--- src/rtl/rggen_rc_event_arbiter.sv ---
// Funnels per-requester event vectors into one read-clear status field and raises a
// coalesced interrupt from its value. Optional hold-off: RGGEN_RC_EVENT_ARBITER_HOLDOFF_EN.
module rggen_rc_event_arbiter #(
    parameter int REQUESTERS     = 4,
    parameter int WIDTH          = 8,
    parameter int HOLDOFF_CYCLES = 16
) (
    input  logic                          i_clk,
    input  logic                          i_rst,
    input  logic [REQUESTERS-1:0]         i_req_valid,
    output logic [REQUESTERS-1:0]         o_req_ready,
    input  logic [REQUESTERS*WIDTH-1:0]   i_req_bits,
    output logic [WIDTH-1:0]              o_set,
    output logic [$clog2(REQUESTERS)-1:0] o_grant_id,
    output logic                          o_set_valid,
    input  logic [WIDTH-1:0]              i_value,
    output logic                          o_irq
);
    localparam int ID_W = $clog2(REQUESTERS);
    localparam logic [ID_W:0]   REQ_COUNT = (ID_W+1)'(REQUESTERS);
    localparam logic [ID_W-1:0] LAST_ID   = ID_W'(REQUESTERS - 1);

    logic [REQUESTERS-1:0] pend_v_r;
    logic [WIDTH-1:0]      pend_bits_r [REQUESTERS];
    logic [ID_W-1:0]       rr_ptr_r;
    logic                  grant_found_s;
    logic [ID_W-1:0]       grant_id_s;
    logic                  value_nz_s;

    assign o_req_ready = ~pend_v_r;
    assign value_nz_s  = (i_value != {WIDTH{1'b0}});

    // Round-robin search: first pending entry at or after rr_ptr, wrapping around.
    always_comb begin
        logic [ID_W:0] cand_v;
        grant_found_s = 1'b0;
        grant_id_s    = {ID_W{1'b0}};
        for (int i = 0; i < REQUESTERS; i++) begin
            cand_v = {1'b0, rr_ptr_r} + (ID_W+1)'(i);
            if (cand_v >= REQ_COUNT) begin
                cand_v = cand_v - REQ_COUNT;
            end else begin
                cand_v = cand_v;
            end
            if (!grant_found_s && pend_v_r[cand_v[ID_W-1:0]]) begin
                grant_found_s = 1'b1;
                grant_id_s    = cand_v[ID_W-1:0];
            end else begin
                grant_found_s = grant_found_s;
            end
        end
    end

    // Holding buffers, grant pointer and the registered set pulse.
    always_ff @(posedge i_clk) begin
        if (i_rst) begin
            pend_v_r    <= {REQUESTERS{1'b0}};
            rr_ptr_r    <= {ID_W{1'b0}};
            o_set       <= {WIDTH{1'b0}};
            o_set_valid <= 1'b0;
            o_grant_id  <= {ID_W{1'b0}};
            for (int k = 0; k < REQUESTERS; k++) begin
                pend_bits_r[k] <= {WIDTH{1'b0}};
            end
        end else begin
            // A grant only touches a full buffer and a transfer only an empty one, so they never collide.
            for (int k = 0; k < REQUESTERS; k++) begin
                if (i_req_valid[k] && !pend_v_r[k]) begin
                    pend_v_r[k]    <= 1'b1;
                    pend_bits_r[k] <= i_req_bits[k*WIDTH +: WIDTH];
                end
            end
            if (grant_found_s) begin
                pend_v_r[grant_id_s] <= 1'b0;
                o_set                <= pend_bits_r[grant_id_s];
                o_set_valid          <= 1'b1;
                o_grant_id           <= grant_id_s;
                rr_ptr_r             <= (grant_id_s == LAST_ID) ? {ID_W{1'b0}} : grant_id_s + ID_W'(1);
            end else begin
                o_set       <= {WIDTH{1'b0}};
                o_set_valid <= 1'b0;
            end
        end
    end

`ifdef RGGEN_RC_EVENT_ARBITER_HOLDOFF_EN
    localparam int CNT_W = (HOLDOFF_CYCLES > 0) ? $clog2(HOLDOFF_CYCLES + 1) : 1;
    localparam logic [CNT_W-1:0] HOLD_LOAD = CNT_W'((HOLDOFF_CYCLES > 0) ? HOLDOFF_CYCLES - 1 : 0);

    typedef enum logic [1:0] {
        ST_IDLE    = 2'd0,
        ST_HOLDOFF = 2'd1,
        ST_ASSERT  = 2'd2
    } irq_state_e;

    irq_state_e       state_r;
    irq_state_e       next_state_s;
    logic [CNT_W-1:0] cnt_r;
    logic [CNT_W-1:0] cnt_nxt_s;

    // Interrupt next-state: the field must stay non-zero through the whole hold-off.
    always_comb begin
        next_state_s = state_r;
        cnt_nxt_s    = cnt_r;
        case (state_r)
            ST_IDLE: begin
                if (value_nz_s) begin
                    if (HOLDOFF_CYCLES == 0) begin
                        next_state_s = ST_ASSERT;
                    end else begin
                        next_state_s = ST_HOLDOFF;
                        cnt_nxt_s    = HOLD_LOAD;
                    end
                end else begin
                    next_state_s = ST_IDLE;
                end
            end
            ST_HOLDOFF: begin
                if (!value_nz_s) begin
                    next_state_s = ST_IDLE;
                end else if (cnt_r == {CNT_W{1'b0}}) begin
                    next_state_s = ST_ASSERT;
                end else begin
                    cnt_nxt_s = cnt_r - CNT_W'(1);
                end
            end
            ST_ASSERT: begin
                if (!value_nz_s) begin
                    next_state_s = ST_IDLE;
                end else begin
                    next_state_s = ST_ASSERT;
                end
            end
            default: begin
                next_state_s = ST_IDLE;
                cnt_nxt_s    = {CNT_W{1'b0}};
            end
        endcase
    end

    // Interrupt state, hold-off counter and registered interrupt.
    always_ff @(posedge i_clk) begin
        if (i_rst) begin
            state_r <= ST_IDLE;
            cnt_r   <= {CNT_W{1'b0}};
            o_irq   <= 1'b0;
        end else begin
            state_r <= next_state_s;
            cnt_r   <= cnt_nxt_s;
            o_irq   <= (next_state_s == ST_ASSERT);
        end
    end
`else
    localparam int unused_holdoff_cycles = HOLDOFF_CYCLES;

    // Without hold-off the interrupt is a registered OR of the field.
    always_ff @(posedge i_clk) begin
        if (i_rst) begin
            o_irq <= 1'b0;
        end else begin
            o_irq <= value_nz_s;
        end
    end
`endif

endmodule

--- config.mk ---
export PLATFORM = sky130hd
export DESIGN_NAME = rggen_rc_event_arbiter
export DESIGN_NICKNAME = d
export VERILOG_FILES = /design/src/rtl/rggen_rc_event_arbiter.sv
export SDC_FILE = /design/constraint.sdc
export NUM_CORES = 1
export LEC_CHECK = 0
export ABC_AREA = 1
export BUFFER_PORTS_ARGS = -buffer_cell sky130_fd_sc_hd__buf_2
export CORE_MARGIN = 1
export CORE_UTILIZATION = 40
export DETAILED_ROUTE_END_ITERATION = 12
export RECOVER_POWER = 50
export SETUP_SLACK_MARGIN = 0.4
export SYNTH_ARGS = -nofsm -noshare
export SYNTH_HDL_FRONTEND = slang
export SYNTH_SLANG_ARGS = --single-unit
--- constraint.sdc ---
create_clock -name i_clk -period 3.4 [get_ports i_clk]
set_clock_uncertainty 0.05 [all_clocks]
set_input_delay 0.51 -clock i_clk [delete_from_list [all_inputs] [get_ports i_clk]]
set_output_delay 0.51 -clock i_clk [all_outputs]
set_load 0.02 [all_outputs]
== After elaboration in Yosys (flattened, before gate mapping) ==
Memory sizes are Yosys's and may differ from the RTL's. A register that Yosys moved wholly into a read port is not among the register bits.
Cells that the tools add are included.

* $add $sub $neg: 8
* Multipliers: 0
* Div/mod/pow operators: 0
* Magnitude comparators: 10
* Eq/ne operators: 1
* Shift operators: 0
* Muxes and demuxes: 51
* Bitwise gates (word level): 8
* Reduce and logical (&&, ||, !) cells: 17

{| class="wikitable"
|+ Operator list
! operator !! count
|-
| $mux 1 || 32
|-
| $mux 8 || 4
|-
| $mux 2 || 9
|-
| $lt 2x3->1 const B || 5
|-
| $ge 3x3->1 const B || 3
|-
| $bmux 1 s2 || 4
|-
| $logic_and 1x1->1 || 8
|-
| $not 4->4 || 2
|-
| $reduce_bool 8->1 || 1
|-
| $sub 2x1->2 const B || 4
|-
| $logic_not 1->1 || 7
|-
| $add 2x2->3 const B || 2
|-
| $and 4x4->4 || 1
|-
| $mux 4 || 1
|-
| $or 1x1->1 || 4
|-
| $add 2x1->3 const B || 1
|-
| $ge 2x3->1 const B || 1
|-
| $add 2x1->2 const B || 1
|-
| $demux 1 s2 || 1
|-
| $eq 2x2->1 const B || 1
|-
| $ge 2x1->1 const B || 1
|-
| $reduce_or 2->1 || 1
|-
| $not 1->1 || 1
|}

* Register bits: 10
* Bits in latches: 0
* Bits in writable memories: 32
* Bits in read-only memories: 0
* Word-level logic and storage cells: 101
* Memories: 1

{| class="wikitable"
|+ Memory list
! name !! words !! width !! rd ports !! clocked after memory_dff !! wr ports !! line !! RTL
|-
| pend_bits_r || 4 || 8 || 1 || 1 || 4 || 24 || <nowiki>logic [WIDTH-1:0] pend_bits_r [REQUESTERS];</nowiki>
|}

== Logic depth before layout (Yosys ltp) ==
* Depth in word-level cells: 21
* Gate-level depth with buffers: 15
* Depth with buffers taken out: 14

== Worst setup path before layout ==
Ideal clock, no wire load.

* Path kind: reg2reg
* From: register pend_v_r[3]
* To: register rr_ptr_r[1]
* Library setup time: 119 ps
* Data arrival time: 1,812 ps
* Data required time: 3,231 ps
* Setup slack: 1,418 ps
* Stages on the path, launching flop included: 14
* Buffers on the path: 1
* Path through: dfxtp_1 -> inv_1 -> nand2_1 -> nand3_1 -> nand2_2 -> nor2_2 -> nand3_2 -> nand2_4 -> nand2_4 -> buf_6 -> inv_1 -> ha_1 -> o21ai_0 -> a21oi_1

* Cells in the longest elaborated chain, start to end: 14
* Elaborated cells on any way between the ends: 25

{| class="wikitable"
|+ Ends and longest elaborated chain
! what !! line !! RTL
|-
| start, declared || 23 || <nowiki>logic [REQUESTERS-1:0] pend_v_r;</nowiki>
|-
| start signal, assigned || 57 || <nowiki>pend_v_r <= {REQUESTERS{1'b0}};</nowiki>
|-
| $bmux 1 s2 || 45 || <nowiki>if (!grant_found_s && pend_v_r[cand_v[ID_W-1:0]]) begin</nowiki>
|-
| $mux 1 (not written as such) || 45 ||
|-
| $mux 1 || 45 ||
|-
| $logic_not 1->1 || 45 ||
|-
| $logic_and 1x1->1 || 45 ||
|-
| $mux 1 || 45 ||
|-
| $logic_not 1->1 || 45 ||
|-
| $logic_and 1x1->1 || 45 ||
|-
| $mux 1 || 45 ||
|-
| $logic_not 1->1 || 45 ||
|-
| $logic_and 1x1->1 || 45 ||
|-
| $mux 2 || 45 ||
|-
| $add 2x1->2 / $eq 2x2->1 (equally long branches) || 78 || <nowiki>rr_ptr_r <= (grant_id_s == LAST_ID) ? {ID_W{1'b0}} : grant_id_s + ID_W'(1);</nowiki>
|-
| $mux 2 || 78 ||
|-
| end signal, assigned || 58 || <nowiki>rr_ptr_r <= {ID_W{1'b0}};</nowiki>
|-
| end signal, assigned || 78 ||
|-
| end, declared || 25 || <nowiki>logic [ID_W-1:0] rr_ptr_r;</nowiki>
|}

Several ways; a longest one is shown, not always the timed one. The select of a mux whose other input is x is not followed.
A chain may end at the register's enable or synchronous reset.

== Worst setup path in the final report ==
* From: register rr_ptr_r[0]
* To: register rr_ptr_r[1]

* Cells in the longest elaborated chain, start to end: 16
* Elaborated cells on any way between the ends: 40

{| class="wikitable"
|+ Ends and longest elaborated chain
! what
|-
| branches (longest 16 deep; another with $add 2x1->3)
|}

Several ways; the timed one is not identified. The select of a mux whose other input is x is not followed.

==> summary.md <==
| Metric | Value |
|---|---|
| Result of the run | `finished clean` |
| Async SR Flop Fraction | `0%` |
| Post-Synth XOR/XNOR Area | `0%` |
| DPL Wire Length | `4.18 mm` |
| Post-route minimum period | `2590 ps` |
| Mux cell area share after synthesis | `0%` |
| DR WL/cell | `12.1 microns` |
| Synthesis-stage register bit count | `50` |
| Synth Area in Compound Gates | `5.16%` |
| Tcrit/Tclk final | `76.0%` |
| Worst reg2reg path endpoint | `rr_ptr_r[1]` |
| Vias in the first global route | `1938` |
| # rows | `28` |
| Area grow syn2layout | `16.9%` |
| Setup TNS | `0 ps` |
| Core ar. | `6060 sq um` |
| Crit Path Max Fanout | `21` |
| Hold buffer count at CTS | `0` |
| Clk_lat worst skew | `300 ps` |
| Post-synthesis adder-cell area fraction | `0.974%` |
| Fraction of layout cells with a size suffix above 1 | `22.1%` |
| Mapped Area | `2570 sq um` |
| Simple-gate share of the synthesized area | `29.6%` |
| Post-CTS Resized | `0` |
| Pin count of the biggest net entering global routing | `22` |
| Leakage power | `1.51 nW` |
| Starting density of the core | `42.4%` |
| Postcts setup bufs | `0` |
| Hold EP | `o_irq` |
| Final hold violation count | `0` |
| IO Port Bufs | `61` |
| Worst-Margin Slew | `499 ps` |
| Synth area leaders | `edfxtp_1 37%, dfxtp_1 14%, inv_1 10%, nand2_1 7.7%, nand3_1 6.6%` |
| Critical path type | `reg2reg` |
| Ports | `62` |
| Sink Count | `50` |
| Initial antenna violation count | `0` |
| Placer congestion estimate | `0.864` |
| Commonest cells in the netlist | `69 x inv_1, 53 x nand2_1, 35 x nor2_1` |
| Pwr dens | `943 nW/um^2` |
| Gate Count Post-Synth | `312` |
| Synth warnings | `0` |
| CP required | `3540 ps` |
| Number of nets in the layout | `422` |
| H-tree depth | `2` |
| Hold path startpoint | `i_value[6]` |
| Antenna diodes | `0` |
| Worst vdd ir | `0.492 mV` |
| Endpoints failing setup | `0` |
| Dominant combinational cell family by area after synthesis | `simple AND/OR/NAND/NOR gates` |
| Cell with the most instances after synthesis | `inv_1` |
| Die W | `82.2 microns` |
| DRT Pass-1 Iters | `4` |
| Reg clk slew, reported paths | `90 ps` |
| Antenna Nets Post-Route | `0` |
| GRT overflow | `0` |
| Startpoint Class | `register` |
| Max_slew headroom | `66.7%` |
| CTS tree | `built` |
| Die Height | `82.2 microns` |
| Seq/Total Area, Yosys | `51.4%` |
| Reg-to-reg startpoint | `rr_ptr_r[0]` |
| Via count | `2131` |
| Synth cell types | `25` |
| Drt drc | `0` |
| Total GRT Usage | `17.7%` |
| Via density per instance | `4.74` |
| Post-synth EDFFs | `32` |
| Max-slew violations | `0` |
| Synth area leader | `edfxtp_1` |
| Hold path depth | `3` |
| Fill cells | `630` |
| Syn Area/Cell | `8.24 sq um` |
| Critical path arrival | `2730 ps` |
| Max Freq | `387 MHz` |
| Clk buf depth | `2` |
| Primary FF master, synth | `edfxtp_1` |
| DR iter-0 viols | `94` |
| Max-cap violations | `0` |
| Net Count, Synth | `360` |
| Final wirelength | `5.46 mm` |
| R2R depth | `12` |
| RSZ-0062 raised after global routing | `no` |
| R2R setup slack | `810 ps` |
| FF+latch area | `1320 sq um` |
| CTS Root Cell | `clkbuf_8` |
| Die Area | `6750 sq um` |
| Hold Path Class | `in2reg` |
| Final design utilization | `49.6%` |
| Cts bufs inserted | `5` |
| Crit end category | `register` |
| Multi-input logic area | `917 sq um` |
| First-pass GRT wire length | `8.70 mm` |
| Area share of the largest cell type after synthesis | `37.4%` |
==> where the power goes <==
part / switching (mW) / internal [mW]
combinational: 1.08 / 0.469
sequential: 0.0682 / 0.805
clock: 0.196 / 0.220
==> cell type report <==
| cell class | count | share of cell area [%] |
|---|---|---|
| Clock buffer | 6 | 2.41 |
| Clock inverter | 2 | 1.25 |
| Inverter | 72 | 8.99 |
| Multi-Input combinational cell | 183 | 30.5 |
| Sequential cell | 50 | 44.0 |
| Tap cell | 75 | 3.12 |
| Timing Repair Buffer | 62 | 9.74 |
==> flip-flops by register name, summed over array words and instances (netlist names) <==
| name | count |
|---|---|
| pend_bits_r | 32 |
| o_set | 8 |
| pend_v_r | 4 |
| o_grant_id | 2 |
| rr_ptr_r | 2 |
| o_irq | 1 |
| o_set_valid | 1 |
==> cell usage in the layout, fill, tap and decap left out, drive strengths merged <==
| master | count |
|---|---|
| a31oi | 1 |
| nand2 | 70 |
| a21oi | 17 |
| edfxtp | 32 |
| nor2 | 39 |
| nand3b | 8 |
| clkinvlp | 1 |
| bufinv | 1 |
| dfxtp | 18 |
| nor4 | 2 |
| ha | 2 |
| buf | 48 |
| inv | 72 |
| nand3 | 37 |
| o21ai | 6 |
| clkbuf | 20 |
| a21boi | 1 |
==> critical path: stages, from the launching register on <==
cell	delay [ps]
dfxtp_1	640
inv_2	150
nand2_1	110
nand2_2	80
nand2_1	80
nand2_2	80
a21oi_2	140
nand2_2	220
nand2_4	330
inv_1	100
ha_1	280
o21ai_0	160
a21oi_1	60
==> cell families after synthesis <==
group           Yosys count
fa+ha+maj                 2
simple gates            156
compound gates           25
buf+inv                  79
flops                    50
==> metrics by stage <==
step                instance area [sq um]  hold WS, ps  power, mW  instances  setup WS [ps]
floorplan                            2570          473       2.18        312           1420
global placement                     2920          402       2.40        442            925
detailed placement                   2920          410       2.44        442            863
CTS                                  3030          362       2.85        450            846
global route                         3010          430       3.07        450            599
finish                               3010          412       2.83        450            814
==> layer usage <==
metal  up-vias  GRT usage (%)  share of wire (%)
met1       975           21.7                 45
met4         0           7.72                1.7
met3        10           3.96                4.4
met5         -              0                  0
li1       1094              -                  -
met2        52           29.8                 48
==> worst max path at each step <==
stage                  end         from  depth (start not counted)
6_report       rr_ptr_r[1]  rr_ptr_r[0]                         12
2_1_floorplan  rr_ptr_r[1]  pend_v_r[3]                         13
4_1_cts        rr_ptr_r[1]  rr_ptr_r[0]                         12
3_5_place_dp   rr_ptr_r[1]  rr_ptr_r[0]                         12
3_3_place_gp   rr_ptr_r[1]  rr_ptr_r[0]                         12
5_1_grt        rr_ptr_r[1]  rr_ptr_r[0]                         12
Note: power is estimated with default switching activity, not from simulation.
